`config.mk`:
```
export PLATFORM = sky130hd
export DESIGN_NAME = split_4_gen
export DESIGN_NICKNAME = d
export VERILOG_FILES = /design/src/rtl/split_4_pkg.sv /design/src/rtl/split_4_lfsr64.sv /design/src/rtl/split_4_gen.sv
export SDC_FILE = /design/constraint.sdc
export NUM_CORES = 1
export LEC_CHECK = 0
export ABC_AREA = 0
export CAP_MARGIN = 0
export CORE_ASPECT_RATIO = 1.2
export CORE_MARGIN = 2
export CORE_UTILIZATION = 60
export DETAILED_ROUTE_END_ITERATION = 12
export DONT_BUFFER_PORTS = 1
export GPL_TIMING_DRIVEN = 0
export PLACE_DENSITY = 0.76
export SLEW_MARGIN = 20
export SYNTH_ARGS = -nofsm -noshare
export SYNTH_HDL_FRONTEND = slang
export SYNTH_SLANG_ARGS = --single-unit
```
`constraint.sdc`:
```
create_clock -name clk -period 1.6 [get_ports clk]
set_input_delay 0.24 -clock clk [delete_from_list [all_inputs] [get_ports clk]]
set_output_delay 0.24 -clock clk [all_outputs]
set_load 0.005 [all_outputs]
```
`src/rtl/split_4_pkg.sv`:
```
// Shared types, widths and the split_4 constraint predicate for the candidate generator.
package split_4_pkg;

    localparam int W12    = 10;
    localparam int W14    = 13;
    localparam int W23    = 14;
    localparam int CAND_W = W12 + W14 + W23;

    localparam logic [15:0] EXCL14 = 16'h160;

    typedef enum logic [1:0] {
        IDLE,
        DRAW,
        CHECK,
        HOLD
    } state_t;

    function automatic logic split_4_sat(
        input logic [W12-1:0] v12,
        input logic [W14-1:0] v14,
        input logic [W23-1:0] v23
    );
        logic [15:0] v14_ext;
        v14_ext = {3'b000, v14};
        return ((v12 != '0) || (v14 != '0))
            && (v14_ext != EXCL14)
            && ((v14 == '0) || (v23 != '0));
    endfunction

endpackage

```
`src/rtl/split_4_lfsr64.sv`:
```
// 64-bit Fibonacci LFSR (taps 64,63,61,60) with seed load and zero-seed substitution.
module split_4_lfsr64 #(
    parameter logic [63:0] SEED  = 64'h0000_0000_0000_0001,
    parameter int          OUT_W = 64
) (
    input  logic             clk,
    input  logic             rst_n,
    input  logic             load,
    input  logic [63:0]      load_val,
    input  logic             step,
    output logic [OUT_W-1:0] state
);

    logic [63:0] lfsr;
    logic        fb;

    assign fb = lfsr[63] ^ lfsr[62] ^ lfsr[60] ^ lfsr[59];

    // NOTE: sequential state uses non-blocking assignments so every register samples pre-edge values.
    always_ff @(posedge clk or negedge rst_n) begin
        if (!rst_n) begin
            lfsr <= SEED;
        end else if (load) begin
            // An all-zero LFSR would lock up, so a zero seed falls back to SEED.
            lfsr <= (load_val == 64'd0) ? SEED : load_val;
        end else if (step) begin
            lfsr <= {lfsr[62:0], fb};
        end
    end

    assign state = lfsr[OUT_W-1:0];

endmodule

```
`src/rtl/split_4_gen.sv`:
```
// Sequential split_4 candidate generator: draws LFSR slices, retries until the
// predicate holds or the try budget is spent, and presents the result valid/ready.
module split_4_gen
    import split_4_pkg::*;
#(
    parameter int unsigned MAX_TRIES = 1024,
    parameter logic [63:0] SEED      = 64'h0000_0000_0000_0001
) (
    input  logic           clk,
    input  logic           rst_n,
    input  logic           seed_load,
    input  logic [63:0]    seed_val,
    input  logic           req_valid,
    output logic           req_ready,
    output logic           out_valid,
    input  logic           out_ready,
    output logic           out_sat,
    output logic [W12-1:0] out_var_12,
    output logic [W14-1:0] out_var_14,
    output logic [W23-1:0] out_var_23,
    output logic [15:0]    out_tries
);

    localparam logic [15:0] MAX_T = 16'(MAX_TRIES);

    state_t            state;
    logic [15:0]       tries;
    logic [CAND_W-1:0] cand;
    logic              lfsr_load;
    logic              lfsr_step;

    assign lfsr_load = (state == IDLE) && seed_load;
    assign lfsr_step = (state == DRAW);

    split_4_lfsr64 #(
        .SEED  (SEED),
        .OUT_W (CAND_W)
    ) u_lfsr (
        .clk      (clk),
        .rst_n    (rst_n),
        .load     (lfsr_load),
        .load_val (seed_val),
        .step     (lfsr_step),
        .state    (cand)
    );

    assign out_tries = tries;

    always_ff @(posedge clk or negedge rst_n) begin
        if (!rst_n) begin
            state      <= IDLE;
            tries      <= '0;
            req_ready  <= 1'b1;
            out_valid  <= 1'b0;
            out_sat    <= 1'b0;
            out_var_12 <= '0;
            out_var_14 <= '0;
            out_var_23 <= '0;
        end else begin
            case (state)
                IDLE: begin
                    // A seed load in the same cycle wins; the request waits.
                    if (!seed_load && req_valid) begin
                        state     <= DRAW;
                        tries     <= '0;
                        req_ready <= 1'b0;
                        out_sat   <= 1'b0;
                    end
                end
                DRAW: begin
                    out_var_12 <= cand[W12-1:0];
                    out_var_14 <= cand[W12 +: W14];
                    out_var_23 <= cand[W12+W14 +: W23];
                    tries      <= tries + 16'd1;
                    state      <= CHECK;
                end
                CHECK: begin
                    if (split_4_sat(out_var_12, out_var_14, out_var_23)) begin
                        out_sat   <= 1'b1;
                        out_valid <= 1'b1;
                        state     <= HOLD;
                    end else if (tries == MAX_T) begin
                        out_sat   <= 1'b0;
                        out_valid <= 1'b1;
                        state     <= HOLD;
                    end else begin
                        state <= DRAW;
                    end
                end
                HOLD: begin
                    if (out_ready) begin
                        out_valid <= 1'b0;
                        req_ready <= 1'b1;
                        state     <= IDLE;
                    end
                end
                default: state <= IDLE;
            endcase
        end
    end

endmodule

```
== Word level (Yosys, flattened, before mapping) ==
Cells that the tools add are included.
W data, S select, Z words.

* Register bits: 122
* Bits in latches: 0
* Bits in writable memories: 0
* Bits in read-only memories: 0
* Output and inout port bits: 56
* Memories kept: 0

* Add/sub/neg operators: 1
* Multiply operators: 0
* Div/mod/pow operators: 0
* Magnitude comparators: 0
* Eq/ne operators: 8
* Shifts and indexed selects: 0
* Mux-type cells: 20
* Bitwise logic cells: 3
* Reduce and logical (&&, ||, !) cells: 23

{| class="wikitable"
|+ Operators by type and width
! cell !! number
|-
| $mux W64 || 3
|-
| $logic_not A64 Y1 || 1
|-
| $pmux W16 S2 || 1
|-
| $add A16 B1 Y16 const B || 1
|-
| $eq A16 B11 Y1 const B || 1
|-
| $mux W16 || 1
|-
| $reduce_bool A14 Y1 || 1
|-
| $logic_not A13 Y1 || 1
|-
| $ne A13 B9 Y1 const B || 1
|-
| $reduce_bool A13 Y1 || 1
|-
| $reduce_bool A10 Y1 || 1
|-
| $reduce_bool A2 Y1 || 5
|-
| $reduce_and A3 Y1 || 3
|-
| $mux W2 || 4
|-
| $pmux W2 S4 || 1
|-
| $mux W1 || 7
|-
| $pmux W1 S2 || 3
|-
| $eq A2 B2 Y1 const B || 2
|-
| $logic_and A1 B1 Y1 || 4
|-
| $reduce_and A2 Y1 || 2
|-
| $ne A3 B3 Y1 const B || 1
|-
| $xor A1 B1 Y1 || 3
|-
| $eq A2 B1 Y1 const B || 1
|-
| $logic_not A2 Y1 || 1
|-
| other kinds (4) || 5
|}

== Depth between registers and ports, before layout ==
Gate-level depths: netlist of run 1.

* Depth after elaboration: 6
* Depth in mapped cells: 7
* Gate-level depth less buffers: 6

== Modules after synthesis ==
A second synthesis of run 1 with hierarchy kept.

* Cells, all modules: 549
* Area, all modules: 5982.0 um2

{| class="wikitable"
|+ Modules (own cells, without submodules)
! module !! times used !! cells each !! area each (um2) !! sequential area each (um2)
|-
| split_4_lfsr64 || 1 || 339 || 3355.7 || 1602.8
|-
| split_4_gen || 1 || 210 || 2626.3 || 1452.6
|}

== Worst setup path after synthesis of run 1 ==
No wires, ideal clock.

* Path type: reg-to-reg
* Start point: register out_var_23[1]
* End point: register out_sat
* Arrival time: 1.326 ns
* Setup slack: 0.142 ns
* Cell stages (with the launch flop): 5
* Clock period less this slack: 1.458 ns
* Path through: dfrtp_1 > or4_1 > nor4_1 > a211o_2 > o21ai_1

* Word-level cells in the longest chain between the ends: 5
* Elaborated cells between the ends (all ways): 7
* Classes of those cells: eq/ne: 1; mux: 2; reduce/logical: 4

{| class="wikitable"
|+ RTL lines
! what !! RTL line !! source
|-
| from (decl) || split_4_gen.sv:20 || <nowiki>output logic [W23-1:0] out_var_23,</nowiki>
|-
| from (signal assigned) || split_4_gen.sv:73 || <nowiki>out_var_23 <= cand[W12+W14 +: W23];</nowiki>
|-
| $reduce_bool A14 Y1 * || split_4_pkg.sv:27 || <nowiki>&& ((v14 == '0) || (v23 != '0));</nowiki>
|-
| $logic_or A1 B1 Y1 * || split_4_pkg.sv:27 ||
|-
| $logic_and A1 B1 Y1 * || split_4_pkg.sv:27 ||
|-
| $ne A3 B3 Y1 (no source line) / $mux W1 (equally long branches) || -- ||
|-
| $reduce_and A3 Y1 (no source line) / $pmux W1 S2 (equally long branches) || -- ||
|-
| to (signal assigned) || split_4_gen.sv:55 || <nowiki>out_sat <= 1'b0;</nowiki>
|-
| to (signal assigned) || split_4_gen.sv:67 || <nowiki>out_sat <= 1'b0;</nowiki>
|-
| to (signal assigned) || split_4_gen.sv:79 || <nowiki>out_sat <= 1'b1;</nowiki>
|-
| to (decl) || split_4_gen.sv:17 || <nowiki>output logic out_sat,</nowiki>
|}

Mark *: on every way between the ends. The rest lies on a longest branch, timed or not.
A chain may end at the register's enable or synchronous reset.

== Final worst setup path of run 1 ==
* Start point: register out_var_23[1]
* End point: register state[1]

* Word-level cells in the longest chain between the ends: 5

{| class="wikitable"
|+ RTL lines
! what !! RTL line !! source
|-
| $reduce_bool A14 Y1 || split_4_pkg.sv:27 ||
|-
| $logic_or A1 B1 Y1 || split_4_pkg.sv:27 ||
|-
| $logic_and A1 B1 Y1 || split_4_pkg.sv:27 ||
|-
| $mux W2 || split_4_gen.sv:78 || <nowiki>if (split_4_sat(out_var_12, out_var_14, out_var_23)) begin</nowiki>
|-
| $pmux W2 S4 || split_4_gen.sv:60 || <nowiki>case (state)</nowiki>
|-
| to (signal assigned) || split_4_gen.sv:64 || <nowiki>state <= DRAW;</nowiki>
|-
| to (signal assigned) || split_4_gen.sv:81 || <nowiki>state <= HOLD;</nowiki>
|-
| to (signal assigned) || split_4_gen.sv:85 || <nowiki>state <= HOLD;</nowiki>
|-
| to (decl) || split_4_gen.sv:26 || <nowiki>state_t state;</nowiki>
|}

Every way passes these cells.

==> summary.md, run 1 <==
| Metric | Value |
|---|---|
| Final WL | `around 16000 µm` |
| Antenna-violating nets left | `0` |
| Hold buffers post-CTS | `66` |
| Worst Reg-to-Reg Cells | `4` |
| Synthesized Nets | `661` |
| Clock Power Share | `27.2%` |
| Worst EP required | `~2000 ps` |
| Die ar. | `9790 µm²` |
| Routed len/inst | `19.5 µm` |
| Synth unique cells | `38` |
| CP Launch Type | `register` |
| Hold Violations, Final | `122` |
| Final core occ | `80.5%` |
| Gr usage total | `approximately 33%` |
| Nets | `748` |
| Synth Register Bits | `approximately 120` |
| Number of diodes | `0` |
| Filler cells | `532` |
| Worst setup path start | `out_var_23[1]` |
| Outcome | `complete, but fails checks` |
| Most frequent cells in the layout | `205 x nand2_1, 117 x dfrtp_1, 69 x nor2_1` |
| Layout cell share with drive strength beyond 1 | `13.9%` |
| RR Startpoint | `out_var_23[1]` |
| Multi-input logic area | `around 2300 µm²` |
| Cell leakage power | `around 3.3 nW` |
| Comb power frac | `32.7%` |
| Area after DPL | `5550 µm²` |
| Detailed Route Iter0 Violations | `479` |
| Max-slew violations | `0` |
| Max Cap Viol | `0` |
| Crit path DAT | `between 2000 and 2500 ps` |
| Overflow after GRT | `0` |
| Crit path max fanout | `3` |
| Power Total | `0.0138 W` |
| Initial DRT Pass Iterations | `5` |
| First-pass GRT wire length | `25000 µm` |
| Inserted Clock Buffers | `17` |
| DP HPWL | `9340 µm` |
| Vias | `roughly 4900` |
| Initial Utilization | `between 60% and 70%` |
| Clock Latency Late Sink | `about 520 ps` |
| Fmax | `623 MHz` |
| Core region area | `8660 µm²` |
| Register area | `3060 µm²` |
| Num rows | `37` |
| Clock period minus worst slack | `1600 ps` |
| Via/cell ratio | `6.02` |
| PD cells | `around 2000 nW/µm²` |
| Number of port buffers | `0` |
| Layout area overhead | `29.0%` |
| Clk root buf | `clkbuf_8` |
| Finished Cell Area | `6970 µm²` |
| Initial antenna violation count | `0` |
| Synth Instances | `590` |
| H-tree depth | `4` |
| Worst-path clk slew | `60 ps` |
| YS warnings | `0` |
| Clock buffer depth | `2` |
| Reg2Reg Setup Slack | `-4 ps` |
| Relative slew margins | `64.3%` |
| Worst setup EP type | `register` |
| Clk sinks | `122` |
| Slack of the critical path | `-4.43 ps` |
| Post-Syn Area | `approximately 5400 µm²` |
| Final period utilization | `100%` |
| NetSw | `0.00528 W` |
| CTS tree | `done` |
| Register area share after synthesis | `56.5%` |
| Critical path type | `reg2reg` |
| Die Wd | `90.6 µm` |
| RSZ-0062 raised after global routing | `true` |
| Reg-to-reg endpoint | `state[1]` |
| Die height | `108 µm` |
| Failing checks | `hold timing, setup timing` |
| Worst Max-Slew Pin Slew | `around 530 ps` |
| DRC viols | `0` |
| Clk_skew | `7.11 ps` |
| Pint | `0.00855 W` |
| Final hold slack | `-591 ps` |
| Min-delay worst type | `in2async` |
| Sw Share | `38.2%` |
| # setup viols final | `1` |
| Commonest non-fill, non-tap cell in the layout | `nand2_1` |
| Pin count of the biggest net entering global routing | `123` |
| Gpl congestion | `0.902` |
| VDD IR max | `approximately 1.3 mV` |
| IO Pins | `125` |
| Vias in the first global route | `4961` |
| Flop pwr share | `40.1%` |
| Syn_area_per_cell | `9.16 µm²` |
repair_timing:
action                                 in CTS  in global routing
pin swaps                                   4                  4
setup endpoints to repair                   8                 58
endpoints found under the hold margin     190                122
gates cloned                                0                  0
buffers inserted                            0                  2
resized for setup                           9                 36
area by class of cell:
| class | instances | share of cell area, % |
|---|---|---|
| timing repair buffer | 68 | 9.75 |
| inverter | 5 | 0.305 |
| sequential | 122 | 43.9 |
| clock buffer | 21 | 6.73 |
| buffer | 30 | 2.78 |
| clock inverter | 11 | 1.71 |
| multi-input combinational | 433 | 32.7 |
| tap | 117 | 2.10 |
power by group through the flow:
| stage | clock network (W) | registers (W) | logic, W |
|---|---|---|---|
| floorplan | 0 | 0.00518 | 0.00312 |
| global placement | 0 | 0.00541 | 0.00375 |
| detailed placement | 0 | 0.00547 | 0.00391 |
| CTS | 0.00375 | 0.00546 | 0.00420 |
| global route | 0.00390 | 0.00569 | 0.00506 |
| finish | 0.00376 | 0.00555 | 0.00453 |
sequential cells by signal, summed over array words and instances (netlist names):
signal	count
out_var_12	10
out_tries	16
out_valid	1
out_sat	1
req_ready	1
state	2
out_var_23	14
u_lfsr.lfsr	64
out_var_14	13
worst max-delay path, cell delays in order, from the launching register on:
cell and delay, ps:
dfrtp_1 400, or4_4 570, nor4_4 210, a211o_2 230, nand2_1 80
how the worst max path moves through the flow:
stage,end,slack [ps],cells after the start
after floorplan,out_sat,140,4
after global routing,out_sat,-40,4
after global placement,out_sat,-280,4
after CTS,state[1],3,4
after detailed placement,out_sat,-290,4
final,state[1],-4,4
cell usage after synthesis:
cell type  instances  area share, %
o21ai_0            6           0.56
nor2b_1            1           0.12
inv_1              4           0.28
or4_1              1           0.14
buf_2             21            1.9
a211oi_4           2           0.74
nor2_4             2           0.42
dfstp_2            2           0.97
o21ai_1            1          0.093
nor2_2             1           0.12
and2_1             1           0.12
nand2b_4           1           0.25
nor2_1            69            4.8
nand2b_1           2           0.23
xor2_1            13            2.1
and3_1             1           0.12
xnor2_1            4           0.65
nor3_1             2           0.19
dfrtp_1          120             56
inv_2              1          0.069
nand3_1           11            1.0
nor3_2             1           0.19
nor4b_1            1           0.16
ha_1               2           0.46
a211o_2            1           0.19
nor4_1            26            3.0
nand2_1          206             14
nand4_2            1           0.23
nor3_4             1           0.30
o22ai_1           25            2.9
buf_4              6           0.83
nand4_1           10            1.2
a22oi_1           34            4.7
a21oi_1            4           0.37
a31oi_1            1           0.12
clkbuf_1           3           0.21
nand2_2            1           0.12
nor4b_2            1           0.28
per-stage QoR:
stage / setup TNS (ps) / cells / setup slack [ps]
3_5_place_dp: -883 / 707 / -290
2_1_floorplan: 0 / 590 / 142
5_1_grt: -197 / 807 / -40.1
3_3_place_gp: -810 / 707 / -282
6_report: -4.43 / 807 / -4.43
4_1_cts: 0 / 805 / 3.23
kinds of logic (layout without fill, tap and decap cells):
logic type,count (synthesis),after routing,share of synthesized area [%]
flops,122,122,56.5
fa+ha+maj,2,2,0.463
buf+inv,35,135,3.33
simple gates,340,340,27.2
xor+xnor,17,17,2.75
compound gates,74,74,9.68
metal layers:
metal  track usage [%]  vias up  routed length [µm]
met1              42.4     2392                6190
met5                 0        -                   0
li1                  -     2173                   -
met3              10.2       46                1380
met2              52.4      244                7690
met4              14.2        0                 491
No activity file was read; power rests on OpenSTA's default activity.
==> run 2: changes to the inputs <==
Settings changed: CORE_UTILIZATION 60 to 55, PLACE_DENSITY 0.76 to 0.7, SLEW_MARGIN 20 to unset.
==> run 2 against run 1 <==
  * The run ends with hold timing left
  * Critical path depth stayed put
  * Register-to-register slack better by 20 ps
  * Sequential share of layout area up 1.1 points
  * Global-route usage down 3.9 points
  * Hold slack better by 110 ps
  * Sequential power fell by 0.7%
  * Routed wire length fell by 7.6%
  * Maximum frequency increased by 1.0%
  * Highest routed layer unchanged
==> summary.md, run 2 (synthesized netlist as in run 1, its figures left out) <==
| Metric | Value |
|---|---|
| Outcome | `complete, but fails checks` |
| Failing checks | `hold timing` |
| CP delay by family, top | `simple AND/OR/NAND/NOR gates` |
| Via/cell ratio | `5.74 (-4.5%)` |
| DRC viols | `0 (unchanged)` |
| Clk_skew | `5.49 ps (-1.62 ps)` |
| CP Launch Type | `register` |
| DP Worst Slack | `-308 ps (-17.7 ps)` |
| Gpl congestion | `0.877 (-2.8%)` |
| Power Total | `0.0136 W (-1.9%)` |
| Worst EP required | `1890 ps (-110 ps)` |
| Critical path buffers and inverters | `0 (unchanged)` |
| Relative slew margins | `69.6% (+5.3 points)` |
| Die ar. | `10600 µm² (+8.7%)` |
| Max reg flops | `64 (unchanged)` |
| Clock buffer depth | `2 (unchanged)` |
| # setup viols final | `0 (-1)` |
| Clk sinks | `122 (unchanged)` |
| Nets | `734 (-1.9%)` |
| Routed len/inst | `18.2 µm (-6.6%)` |
| Comb power frac | `31.6% (-1.1 points)` |
| DP HPWL | `9670 µm (+3.5%)` |
| Antenna-violating nets left | `0 (unchanged)` |
| Pint | `0.00854 W (-0.14%)` |
| Vias in the first global route | `4699 (-5.3%)` |
| Gr usage total | `29.1% (-3.9 points)` |
| CTS tree | `done` |
| Max Cap Viol | `0 (unchanged)` |
| Die height | `113 µm (+4.3%)` |
| H-tree depth | `4 (unchanged)` |
| Number of diodes | `0 (unchanged)` |
| Max-slew violations | `0 (unchanged)` |
| Worst Max-Slew Pin Slew | `456 ps (-74.2 ps)` |
| RSZ-0062 raised after global routing | `true` |
| Flop pwr share | `40.6% (+0.5 points)` |
| Final period utilization | `99.3% (-1.0 points)` |
| Core region area | `9560 µm² (+10%)` |
| Most frequent cells in the layout | `205 x nand2_1, 117 x dfrtp_1, 69 x nor2_1` |
| Slack of the critical path | `11.6 ps (+16.1 ps)` |
| Initial Utilization | `56.5% (-5.9 points)` |
| Fmax | `630 MHz (+1.0%)` |
| Worst-path clk slew | `50 ps (about the same)` |
| Clk root buf | `clkbuf_16` |
| Die Wd | `94.5 µm (+4.2%)` |
| Overflow after GRT | `0 (unchanged)` |
| Final WL | `14500 µm (-7.6%)` |
| Cell leakage power | `3.20 nW (-2.2%)` |
| Clock Power Share | `27.8% (+0.6 points)` |
| Number of port buffers | `0 (unchanged)` |
| VDD IR max | `1.03 mV (-23%)` |
| Hold buffers post-CTS | `50 (-24%)` |
| Largest stage delay, worst path | `560 ps (about the same)` |
| Initial DRT Pass Iterations | `5 (unchanged)` |
| Hold Violations, Final | `122 (unchanged)` |
| Commonest non-fill, non-tap cell in the layout | `nand2_1` |
| Num rows | `39 (+5.4%)` |
| Worst setup EP type | `register` |
| Final hold slack | `-477 ps (+114 ps)` |
| Layout cell share with drive strength beyond 1 | `13.3% (-0.58 points)` |
| PD cells | `2000 nW/µm² (+0.69%)` |
| Inserted Clock Buffers | `17 (unchanged)` |
| Biggest register | `u_lfsr.lfsr` |
| Crit path max fanout | `3 (unchanged)` |
| Crit path DAT | `1880 ps (-130 ps)` |
| NetSw | `0.00503 W (-4.7%)` |
| Initial antenna violation count | `0 (unchanged)` |
| Min-delay worst type | `in2async` |
| First-pass GRT wire length | `23500 µm (-5.8%)` |
| Sw Share | `37.1% (-1.1 points)` |
| Critical path type | `reg2reg` |
| Layout area overhead | `25.7%` |
| Clock period minus worst slack | `1590 ps (-16.1 ps)` |
| Pin count of the biggest net entering global routing | `123 (unchanged)` |
| Vias | `4584 (-5.6%)` |
| CP max-delay cell | `or4_4` |
| CP Cell Sequence | `or4_4 -> nor4_4 -> a211o_2 -> o21ai_1` |
| IO Pins | `125 (unchanged)` |
| Detailed Route Iter0 Violations | `258 (-46%)` |
| Clock Latency Late Sink | `410 ps (-110 ps)` |
-- run 2: per-layer routing --
layer	share of wire [%]	wire, µm	track usage (%)	vias up
li1	-	-	-	2151
met1	42	6070	38.2	2213
met4	3.1	454	12.9	0
met3	8.1	1180	9.73	33
met5	0	0	0	-
met2	47	6840	44.1	187
-- run 2: worst paths after layout --
| check | startpoint | endpoint | slack (ps) | depth (start not counted) |
|---|---|---|---|---|
| worst max-delay path | out_var_23[1] | out_sat | 10 | 4 |
| worst min-delay path | rst_n | out_tries[9] | -480 | 0 |
| worst max register to register | out_var_23[1] | out_sat | 10 | 4 |
| worst min register to register | u_lfsr.lfsr[2] | u_lfsr.lfsr[2] | 480 | 2 |
| max in group asynchronous | rst_n | u_lfsr.lfsr[0] | 1870 | 0 |
| min in group clk | seed_val[51] | u_lfsr.lfsr[51] | 10 | 2 |
-- run 2: per-stage QoR --
step / TNS, ps / cells / utilization, % / hold WS (ps) / instance area [µm²]
after floorplan: 0 / 590 / - / -55.6 / 5410
after global placement: -902 / 713 / 58.1 / -53.3 / 5560
after detailed placement: -927 / 713 / 58.1 / -53.0 / 5560
after CTS: -0.630 / 794 / 69.9 / -490 / 6690
after global routing: -233 / 798 / 71.0 / -500 / 6790
final: 0 / 798 / 71.0 / -477 / 6790
-- run 2: area by class of cell --
cell class,instances,area (µm²)
Multi-Input combinational cell,433,2260
Clock buffer,24,492
Tap cell,123,154
Timing Repair Buffer,54,531
Clock inverter,7,90.1
Inverter,5,18.8
Buffer,30,189
Fill cell,734,2770
Sequential cell,122,3060
-- run 2: worst register-to-register path: stages, from the launching register on --
cell and delay (ps):
dfrtp_1 400, or4_4 560, nor4_4 210, a211o_2 220, o21ai_1 70
-- run 2: power groups by stage --
stage          Sequential [W]  Clock, W  Combinational (W)
2_1_floorplan         0.00518         0            0.00312
3_3_place_gp          0.00542         0            0.00376
3_5_place_dp          0.00548         0            0.00394
4_1_cts               0.00546   0.00379            0.00416
5_1_grt               0.00567   0.00395            0.00488
6_report              0.00551   0.00377            0.00429
-- run 2: timing repair --
item | 4_1_cts | 5_1_grt
hold endpoints to repair | 172 | 122
pin swaps | 2 | 8
setup endpoints to repair | 10 | 67
setup buffers | 0 | 4
gates resized for setup | 9 | 25
